==> src/rtl/metronome_beat_sequencer.sv <==
// Metronome beat sequencer: turns BPM trigger pulses into bar-aware click windows,
// tracking beat position, run/stop state and the programmable beats-per-bar setting.
module metronome_beat_sequencer #(
   parameter int MAX_BEATS     = 8,
   parameter int DEFAULT_BEATS = 4,
   parameter int ACCENT_LEN    = 2_500_000,
   parameter int NORMAL_LEN    = 1_250_000,
   parameter int LEN_W         = 24
) (
   input  logic       i_clk,
   input  logic       i_reset_n,
   input  logic       i_trigger,
   input  logic       i_resync,
   input  logic       i_run_toggle,
   input  logic       i_beats_inc,
   input  logic       i_beats_dec,
   output logic       o_running,
   output logic       o_click,
   output logic       o_accent,
   output logic       o_bar_start,
   output logic [3:0] o_beat_idx,
   output logic [3:0] o_beats_per_bar
);

   typedef enum logic [1:0] {
      ST_STOP  = 2'd0,
      ST_WAIT  = 2'd1,
      ST_CLICK = 2'd2
   } state_e;

   localparam logic [3:0]       MAX_BPB     = 4'(MAX_BEATS);
   localparam logic [3:0]       DEF_BPB     = 4'(DEFAULT_BEATS);
   localparam logic [LEN_W-1:0] ACCENT_LOAD = LEN_W'(ACCENT_LEN - 1);
   localparam logic [LEN_W-1:0] NORMAL_LOAD = LEN_W'(NORMAL_LEN - 1);

   state_e           state_q, state_d;
   logic [3:0]       idx_q, idx_d;
   logic [3:0]       bpb_q, bpb_d;
   logic [LEN_W-1:0] cnt_q, cnt_d;
   logic             first_q, first_d;
   logic             accent_q, accent_d;
   logic             bar_start_q, bar_start_d;

   logic             beatZero;
   logic [3:0]       nextIdx;

   always_ff @(posedge i_clk or negedge i_reset_n) begin
      if (!i_reset_n) begin
         state_q     <= ST_STOP;
         idx_q       <= 4'd0;
         bpb_q       <= DEF_BPB;
         cnt_q       <= '0;
         first_q     <= 1'b1;
         accent_q    <= 1'b0;
         bar_start_q <= 1'b0;
      end else begin
         state_q     <= state_d;
         idx_q       <= idx_d;
         bpb_q       <= bpb_d;
         cnt_q       <= cnt_d;
         first_q     <= first_d;
         accent_q    <= accent_d;
         bar_start_q <= bar_start_d;
      end
   end

   // A pending bar restart or a shrunken bar (bpb now <= idx) both land the next trigger on beat 0.
   always_comb begin
      beatZero = first_q | i_resync;
      if (beatZero || (idx_q >= bpb_q - 4'd1)) begin
         nextIdx = 4'd0;
      end else begin
         nextIdx = idx_q + 4'd1;
      end
   end

   always_comb begin
      state_d     = state_q;
      idx_d       = idx_q;
      bpb_d       = bpb_q;
      cnt_d       = cnt_q;
      first_d     = first_q;
      accent_d    = accent_q;
      bar_start_d = 1'b0;

      if (i_beats_inc && !i_beats_dec && (bpb_q < MAX_BPB)) begin
         bpb_d = bpb_q + 4'd1;
      end else if (i_beats_dec && !i_beats_inc && (bpb_q > 4'd1)) begin
         bpb_d = bpb_q - 4'd1;
      end

      case (state_q)
         ST_STOP: begin
            if (i_run_toggle) begin
               state_d = ST_WAIT;
               first_d = 1'b1;
            end
         end
         ST_WAIT, ST_CLICK: begin
            if (i_run_toggle) begin
               state_d  = ST_STOP;
               cnt_d    = '0;
               accent_d = 1'b0;
            end else if (i_trigger) begin
               state_d     = ST_CLICK;
               idx_d       = nextIdx;
               first_d     = 1'b0;
               accent_d    = (nextIdx == 4'd0);
               bar_start_d = (nextIdx == 4'd0);
               cnt_d       = (nextIdx == 4'd0) ? ACCENT_LOAD : NORMAL_LOAD;
            end else begin
               if (i_resync) begin
                  first_d = 1'b1;
               end
               if (state_q == ST_CLICK) begin
                  if (cnt_q == '0) begin
                     state_d  = ST_WAIT;
                     accent_d = 1'b0;
                  end else begin
                     cnt_d = cnt_q - 1'b1;
                  end
               end
            end
         end
         default: begin
            state_d = ST_STOP;
         end
      endcase
   end

   assign o_running       = (state_q != ST_STOP);
   assign o_click         = (state_q == ST_CLICK);
   assign o_accent        = accent_q;
   assign o_bar_start     = bar_start_q;
   assign o_beat_idx      = idx_q;
   assign o_beats_per_bar = bpb_q;

endmodule

==> config.mk <==
export PLATFORM = sky130hd
export DESIGN_NAME = metronome_beat_sequencer
export DESIGN_NICKNAME = d
export VERILOG_FILES = /design/src/rtl/metronome_beat_sequencer.sv
export SDC_FILE = /design/constraint.sdc
export NUM_CORES = 1
export LEC_CHECK = 0
export BUFFER_PORTS_ARGS = -buffer_cell sky130_fd_sc_hd__buf_2
export CORE_ASPECT_RATIO = 0.5
export CORE_MARGIN = 4
export CORE_UTILIZATION = 35
export DETAILED_ROUTE_END_ITERATION = 8
export GPL_TIMING_DRIVEN = 1
export RECOVER_POWER = 50
export SYNTH_ARGS = -nofsm -noshare
export SYNTH_HDL_FRONTEND = slang
export SYNTH_SLANG_ARGS = --single-unit
export TNS_END_PERCENT = 20
==> constraint.sdc <==
create_clock -name i_clk -period 2.35 [get_ports i_clk]
set_input_delay 0.3525 -clock i_clk [delete_from_list [all_inputs] [get_ports i_clk]]
set_output_delay 0.3525 -clock i_clk [all_outputs]
set_load 0.1 [all_outputs]
## After elaboration in Yosys (flattened, before gate mapping)

Index checks and enable logic that the tools add are counted.

- Register bits after elaboration: 37
- Input port bits: 7
- Logic and storage cells: 71

- Magnitude comparators: 3
- Equal/unequal tests: 8
- Add/subtract/negate cells: 4
- Mux-type cells: 26
- Reduce and logical (&&, ||, !) cells: 21
- Bitwise gates (word level): 2

Operators by type and width:

| cell | number |
|---|---|
| $mux 24 | 4 |
| $logic_not 24->1 | 1 |
| $sub 24x1->24 const B | 1 |
| $mux 22 | 1 |
| $mux 4 | 3 |
| $reduce_and 3->1 | 4 |
| $mux 1 | 11 |
| $mux 2 | 5 |
| $add 4x1->4 const B | 2 |
| $ne 4x4->1 const B | 2 |
| $ne 3x3->1 const B | 2 |
| $reduce_bool 2->1 | 3 |
| $reduce_bool 3->1 | 2 |
| $ge 4x4->1 | 1 |
| $gt 4x1->1 const B | 1 |
| $logic_and 1x1->1 | 4 |
| $logic_not 4->1 | 1 |
| $lt 4x4->1 const B | 1 |
| $ne 2x2->1 const B | 2 |
| $pmux 2 s2 | 1 |
| $reduce_and 4->1 | 1 |
| $sub 4x1->4 const B | 1 |
| $eq 2x1->1 const B | 1 |
| $eq 2x2->1 const B | 1 |
| other kinds (7) | 8 |

## Logic depth before layout (Yosys ltp)

Gate-level depths: netlist of run 1.

- Depth after elaboration: 8
- Mapped depth: 9
- Gate-level depth less buffers: 9

## Worst setup path before layout of run 1

No wires, ideal clock.

- Path kind: register to register
- Start: register bpb_q[0] (netlist: o_beats_per_bar[0])
- End: register cnt_q[13]
- Stages on the path, launching flop included: 10
- Path slack: -830 ps
- Library setup time: 124 ps
- Period minus slack after synthesis: 3180 ps
- Data arrival time: 3056 ps
- Cell sequence: dfrtp_1 > inv_1 > ha_1 > xnor2_1 > ha_1 > a2111oi_0 > o21ai_1 > o31ai_2 > a211oi_2 > a211o_1

- Longest elaborated chain between the ends: 8

Ends and longest elaborated chain:

| element | RTL line | text |
|---|---|---|
| start, declared | 38 | `logic [3:0] bpb_q, bpb_d;` |
| start signal, assigned | 59 | `bpb_q <= bpb_d;` |
| $sub 4x1->4 | 70 | `if (beatZero \|\| (idx_q >= bpb_q - 4'd1)) begin` |
| $ge 4x4->1 | 70 |  |
| $logic_or 1x1->1 | 70 |  |
| $mux 4 | 70 |  |
| $logic_not 4->1 | 110 | `cnt_d = (nextIdx == 4'd0) ? ACCENT_LOAD : NORMAL_LOAD;` |
| $mux 22 | 110 |  |
| $mux 24 | 104 | `end else if (i_trigger) begin` |
| $mux 24 | 100 | `if (i_run_toggle) begin` |
| end signal, assigned | 60 | `cnt_q <= cnt_d;` |
| end, declared | 39 | `logic [LEN_W-1:0] cnt_q, cnt_d;` |

No other way between the ends.
A chain may end at the register's enable or synchronous reset.

## Worst setup path in the final report of run 1

Same ends and word-level chain as after synthesis.

==> summary.txt, run 1 <==
PD cells: 1430 mW/mm^2
hold_ws: 0.317 ns
CP max FO: 6
synth cell count leaders: dfrtp_1 (35), nor2_1 (28), nand2_1 (17)
largest net degree at the start of global routing: 24
area of the multi-input gates: 0.00150 sq mm
failing checks: negative setup slack
reg-to-reg startpoint: o_beats_per_bar[0]
Layout Cells excl Fill: 414
Iter 0 DRT Violations: 209
H-Tree Depth: 2
reg2reg setup slack: -0.06 ns
Reg clk slew, reported paths: 0.06 ns
P&R area growth vs syn: 24.5%
vias: 2345
Cell Chain, Critical Path: nor3_4, xnor2_2, ha_4, a2111oi_4, o21ai_2, o31ai_2, buf_4, a211oi_2, a211o_1
maximum vdd drop: 0.00111 V
final WL: 6560 microns
fraction of layout cells with a size suffix above 1: 27.3%
slowest stage cell, crit path: dfrtp_4
Crit path max-delay family: compound AO/OA/AOI/OAI gates
GPL Wtd Cong: 0.833
Worst Clk Skew: 0.00359 ns
largest cells by area after synthesis: dfrtp_1 (35%), ha_1 (6.5%), nor2_1 (4.2%), o21ai_0 (3.2%), a21oi_1 (3.0%)
ys flop type: dfrtp_1
GRT Total Usage: 15.5%
Worst setup SP type: register
port buffer count: 18
clock sink count: 37
fraction of registers with async set/reset: 100%
area share of the largest cell type after synthesis: 35.2%
reg2reg end: cnt_q[13]
Period minus WS final: 2.41 ns
worst relative slew slack: 18.0%
CTS Buffer Depth: 2
synthesized area: 0.00249 sq mm
Syn. warnings: 0
RSZ-0062 raised after global routing: true
Hold-fix buffers, CTS: 0
DP HPWL: 4720 microns
cell taking the most area after synthesis: dfrtp_1
Setup CP Type: reg -> reg
Max Cap Violations: 0
Avg Vias per Cell: 5.66
EDFF count, synth: 0
fill count: 643
FMAX: 414 MHz
register area share after synthesis: 37.3%
drt wl/cell: 15.8 microns
Setup crit end kind: register
placed cell count: 404
core footprint: 0.00681 sq mm
worst slew pin tran: 1.23 ns
worst path bufs/invs: 1
Crit path largest cell delay: 0.49 ns
initial core utilization: 36.6%
worst path required time: 2.51 ns
critical path arrival: 2.57 ns
Fin. Hold Viols: 0
register area: 945 sq um
status: finished with violations
ant diodes: 0
FF-to-FF path depth: 9
gr ovfl total: 0
max-slew violations: 0
final setup violation count: 6
Layout Nets: 341
DRC: 0
vias in the first global route: 2325
clk_lat worst skew: 0.28 ns
die width: 127 microns
Inserted Clock Buffers: 5
post-synthesis cell type count: 64
root buf cell: clkbuf_16
drt pass-1 iters: 4
FF+latch count, synth: 37
Cells after Synth: 277
Period Utilization, post-route: 103%
chip height: 67.6 microns
Avg Cell Area, Syn: 8.99 sq um
first-pass GRT wire length: 10700 microns
initial antenna violation count: 0
PnR worst setup slack: -0.0629 ns
IO Pins: 19
most common cell in the netlist: dfrtp_1
Rows: 21
CTS tree: yes
Antenna Violating Nets Remaining: 0
die area: 0.00861 sq mm
Post-Syn Nets: 297
HP Class: in -> async
Static Leak: 1.35 nW
## cells in the final DEF, fill, tap and decap left out, types with 5 or more instances in the layout
cell type | synthesis | routed
ha_1 | 13 | 12
o21ai_0 | 16 | 14
nor2_1 | 28 | 27
xnor2_1 | 6 | 5
a21oi_1 | 15 | 15
clkbuf_16 | 0 | 5
nor3_1 | 15 | 14
inv_1 | 16 | 16
nand3_1 | 6 | 6
buf_4 | 0 | 28
o31ai_1 | 7 | 7
buf_2 | 4 | 17
nand2_1 | 17 | 17
dfrtp_1 | 35 | 29
## worst max path at each step
| stage | from | slack, ns | to | depth (start not counted) |
|---|---|---|---|---|
| 6_report | o_beats_per_bar[0] | -0.06 | cnt_q[13] | 9 |
| 5_1_grt | o_beats_per_bar[0] | -0.17 | cnt_q[13] | 9 |
| 4_1_cts | o_beats_per_bar[2] | -0.09 | cnt_q[13] | 9 |
| 3_5_place_dp | o_beats_per_bar[1] | -0.15 | cnt_q[13] | 9 |
| 3_3_place_gp | o_beats_per_bar[1] | -0.1 | cnt_q[13] | 9 |
| 2_1_floorplan | o_beats_per_bar[2] | -0.39 | cnt_q[13] | 8 |
## state kept, by name, indices dropped and copies added (netlist names)
register and count:
first_q 1, cnt_q 24, state_q 2, o_beat_idx 4, o_bar_start 1, o_accent 1, o_beats_per_bar 4
## power breakdown
part           internal, mW  switching [mW]
clock network         0.449           0.253
logic                 0.975            1.65
registers             0.872           0.232
## repair_timing
| item | 4_1_cts | 5_1_grt |
|---|---|---|
| gates cloned | 0 | 0 |
| gates resized for setup | 3 | 9 |
| endpoints found under the setup margin | 15 | 19 |
| pin swaps | 4 | 5 |
| setup buffers | 2 | 0 |
## area by class of cell
cell class                 instances  area share (%)
clock buffer                       7            4.92
clock inverter                     1           0.161
inverter                          16            1.94
multi-input combinational        213            48.4
sequential                        37            30.5
tap                               92            3.71
timing repair buffer              48            10.4
## stage by stage
stage	utilization (%)	TNS [ns]	instance area (sq um)	power, mW	setup WS, ns
finish	45.6	-0.139	3100	4.43	-0.0629
global route	45.6	-1.32	3100	4.73	-0.170
CTS	44.8	-0.266	3050	4.35	-0.0878
detailed placement	42.2	-1.01	2870	3.60	-0.147
global placement	42.2	-0.311	2870	3.54	-0.0972
floorplan	-	-3.65	2510	2.89	-0.391
## worst reg2reg max path: cells and delay by family, from the launching register on
| kind | cells | cell delay [ns] |
|---|---|---|
| xor gates and xnor gates | 1 | 0.16 |
| and+or+nand+nor | 1 | 0.22 |
| adders and majority gates | 1 | 0.25 |
| AOI/OAI and AO/OA | 5 | 1.01 |
| DFF | 1 | 0.49 |
| buffers and inverters | 1 | 0.18 |
## cells by family (layout without fill, tap and decap cells)
kind of cell / count (synthesis) / in the layout / share of synthesized area (%)
fa+ha+maj: 13 / 13 / 6.53
xor+xnor: 8 / 8 / 2.81
flops: 37 / 37 / 37.3
compound gates: 85 / 85 / 24.5
buf+inv: 27 / 72 / 5.18
simple gates: 106 / 106 / 23.3
mux: 1 / 1 / 0.402
## layer usage
layer,share of wire (%),wire [microns],track usage [%]
met1,49,3210,20.1
met2,47,3060,26.4
met3,3.3,216,3.63
met4,1.1,70,4.55
met5,0,0,0
Power figures use the tool's default switching activity.
==> run 2, diff against run 1 <==
- CELL_PAD_IN_SITES_DETAIL_PLACEMENT: not set -> 1
- CELL_PAD_IN_SITES_GLOBAL_PLACEMENT: not set -> 2
- CORE_UTILIZATION: 35 -> 34
- PLACE_DENSITY_LB_ADDON: not set -> 0.1
==> run 2 against run 1 <==
  * The run still ends with negative setup slack left
  * Global-route usage grew 2.4 points
  * Flip-flop and latch count unchanged
  * Non-clock buffer count is 8 higher
  * Critical path type unchanged
  * Clock power grew 2%
  * Largest cell class unchanged
  * Highest routed layer unchanged
  * Fmax up 1.3%
==> summary.txt, run 2 (synthesized netlist as in run 1, its figures left out) <==
most frequent cells in the layout: buf_4 (36), dfrtp_1 (29), nor2_1 (27)
Comb power frac: 60.0%
Setup CP Type: reg -> reg
Inserted Clock Buffers: 5
vias in the first global route: 2405
PD cells: 1430 mW/mm^2
Layout Nets: 349
P_int: 2.34 mW
Period minus WS final: 2.38 ns
worst slew pin tran: 0.960 ns
port buffer count: 18
root buf cell: clkbuf_16
first-pass GRT wire length: 12300 microns
critical path arrival: 2.57 ns
Seq pwr share: 24.2%
FMAX: 420 MHz
die width: 129 microns
H-Tree Depth: 2
Max Cap Violations: 0
Iter 0 DRT Violations: 104
status: finished with violations
clk_lat worst skew: 0.28 ns
worst relative slew slack: 35.3%
DP HPWL: 5550 microns
maximum vdd drop: 0.000972 V
Period Utilization, post-route: 101%
HP Class: in -> async
Most flops, register: cnt_q
RSZ-0062 raised after global routing: true
max-slew violations: 0
CP max FO: 5
commonest non-fill, non-tap cell in the layout: buf_4
Tot Pwr: 4.56 mW
ant diodes: 0
Rows: 21
reg2reg setup slack: -0.03 ns
initial antenna violation count: 0
fin util: 46.1%
vias: 2343
PnR worst setup slack: -0.0323 ns
pre-CTS setup slack: -0.206 ns
fraction of layout cells with a size suffix above 1: 31.8%
Antenna Violating Nets Remaining: 0
initial core utilization: 36.2%
Fin. Hold Viols: 0
drt wl/cell: 17.8 microns
Sw Share: 48.7%
drt pass-1 iters: 4
Worst setup SP type: register
core footprint: 0.00688 sq mm
final setup violation count: 2
max reg flops: 24
CTS Buffer Depth: 2
failing checks: negative setup slack
gr ovfl total: 0
IO Pins: 19
Worst Clk Skew: 0.00571 ns
GRT Total Usage: 18.0%
CTS tree: yes
DRC: 0
chip height: 68.5 microns
Clock power frac: 15.8%
worst path required time: 2.54 ns
Static Leak: 1.40 nW
hold_ws: 0.184 ns
final WL: 7500 microns
GPL Wtd Cong: 0.830
Reg clk slew, reported paths: 0.06 ns
clock sink count: 37
die area: 0.00884 sq mm
Setup crit end kind: register
Post-CTS Setup Bufs: 0
NetSw: 2.22 mW
Avg Vias per Cell: 5.55
P&R area growth vs syn: 27.6%
largest net degree at the start of global routing: 36
-- run 2: layer usage --
| metal | GRT usage (%) | share of wire, % | vias up |
|---|---|---|---|
| li1 | - | - | 1140 |
| met1 | 25.1 | 52 | 1164 |
| met2 | 28.5 | 44 | 34 |
| met3 | 3.46 | 2.6 | 5 |
| met4 | 5.50 | 0.93 | 0 |
| met5 | 0 | 0 | - |
-- run 2: layout make-up --
type                    count  area [sq um]
flip-flops and latches     37           945
clock buffers               7           153
clock inverters             1          5.00
multi-input cells         213          1520
inverters                  16          60.1
repair buffers             56           375
fillers                   826          3710
well taps                  92           115
-- run 2: metrics by stage --
stage | instances | instance area, sq um | setup TNS (ns)
after floorplan | 277 | 2510 | -3.65
after detailed placement | 414 | 2930 | -2.04
final | 422 | 3180 | -0.0508
after global placement | 414 | 2930 | -1.13
after CTS | 422 | 3130 | -0.551
after global routing | 422 | 3180 | -1.30
-- run 2: what timing repair did --
item	CTS	global route
endpoints found under the setup margin	16	21
pin swaps	5	6
hold buffers	0	0
resized for setup	8	12
-- run 2: worst paths after layout --
path                                       to               start  cells past startpoint
setup reg to reg                     cnt_q[6]  o_beats_per_bar[0]                     10
hold reg to reg                      o_accent            o_accent                      1
max in group asynchronous  o_beats_per_bar[1]           i_reset_n                      1
hold / removal                       cnt_q[1]           i_reset_n                      1
min in group i_clk         o_beats_per_bar[3]         i_beats_dec                      2
setup / recovery                     cnt_q[6]  o_beats_per_bar[0]                     10
-- run 2: worst max-delay path: stages, from the launching register on --
cell,delay [ns]
dfrtp_4,0.50
nor3_4,0.22
xnor2_2,0.16
ha_4,0.24
a2111oi_4,0.29
o21ai_2,0.14
buf_4,0.18
nor2_4,0.11
buf_6,0.13
a22oi_1,0.09
o31ai_1,0.24
-- run 2: power groups by stage --
stage	Combinational [mW]	Clock, mW	Sequential [mW]
final	2.73	0.719	1.10
after global placement	2.59	0	1.08
after CTS	2.70	0.744	1.10
after floorplan	1.43	0	1.46
after global routing	2.97	0.776	1.14
after detailed placement	2.64	0	1.09
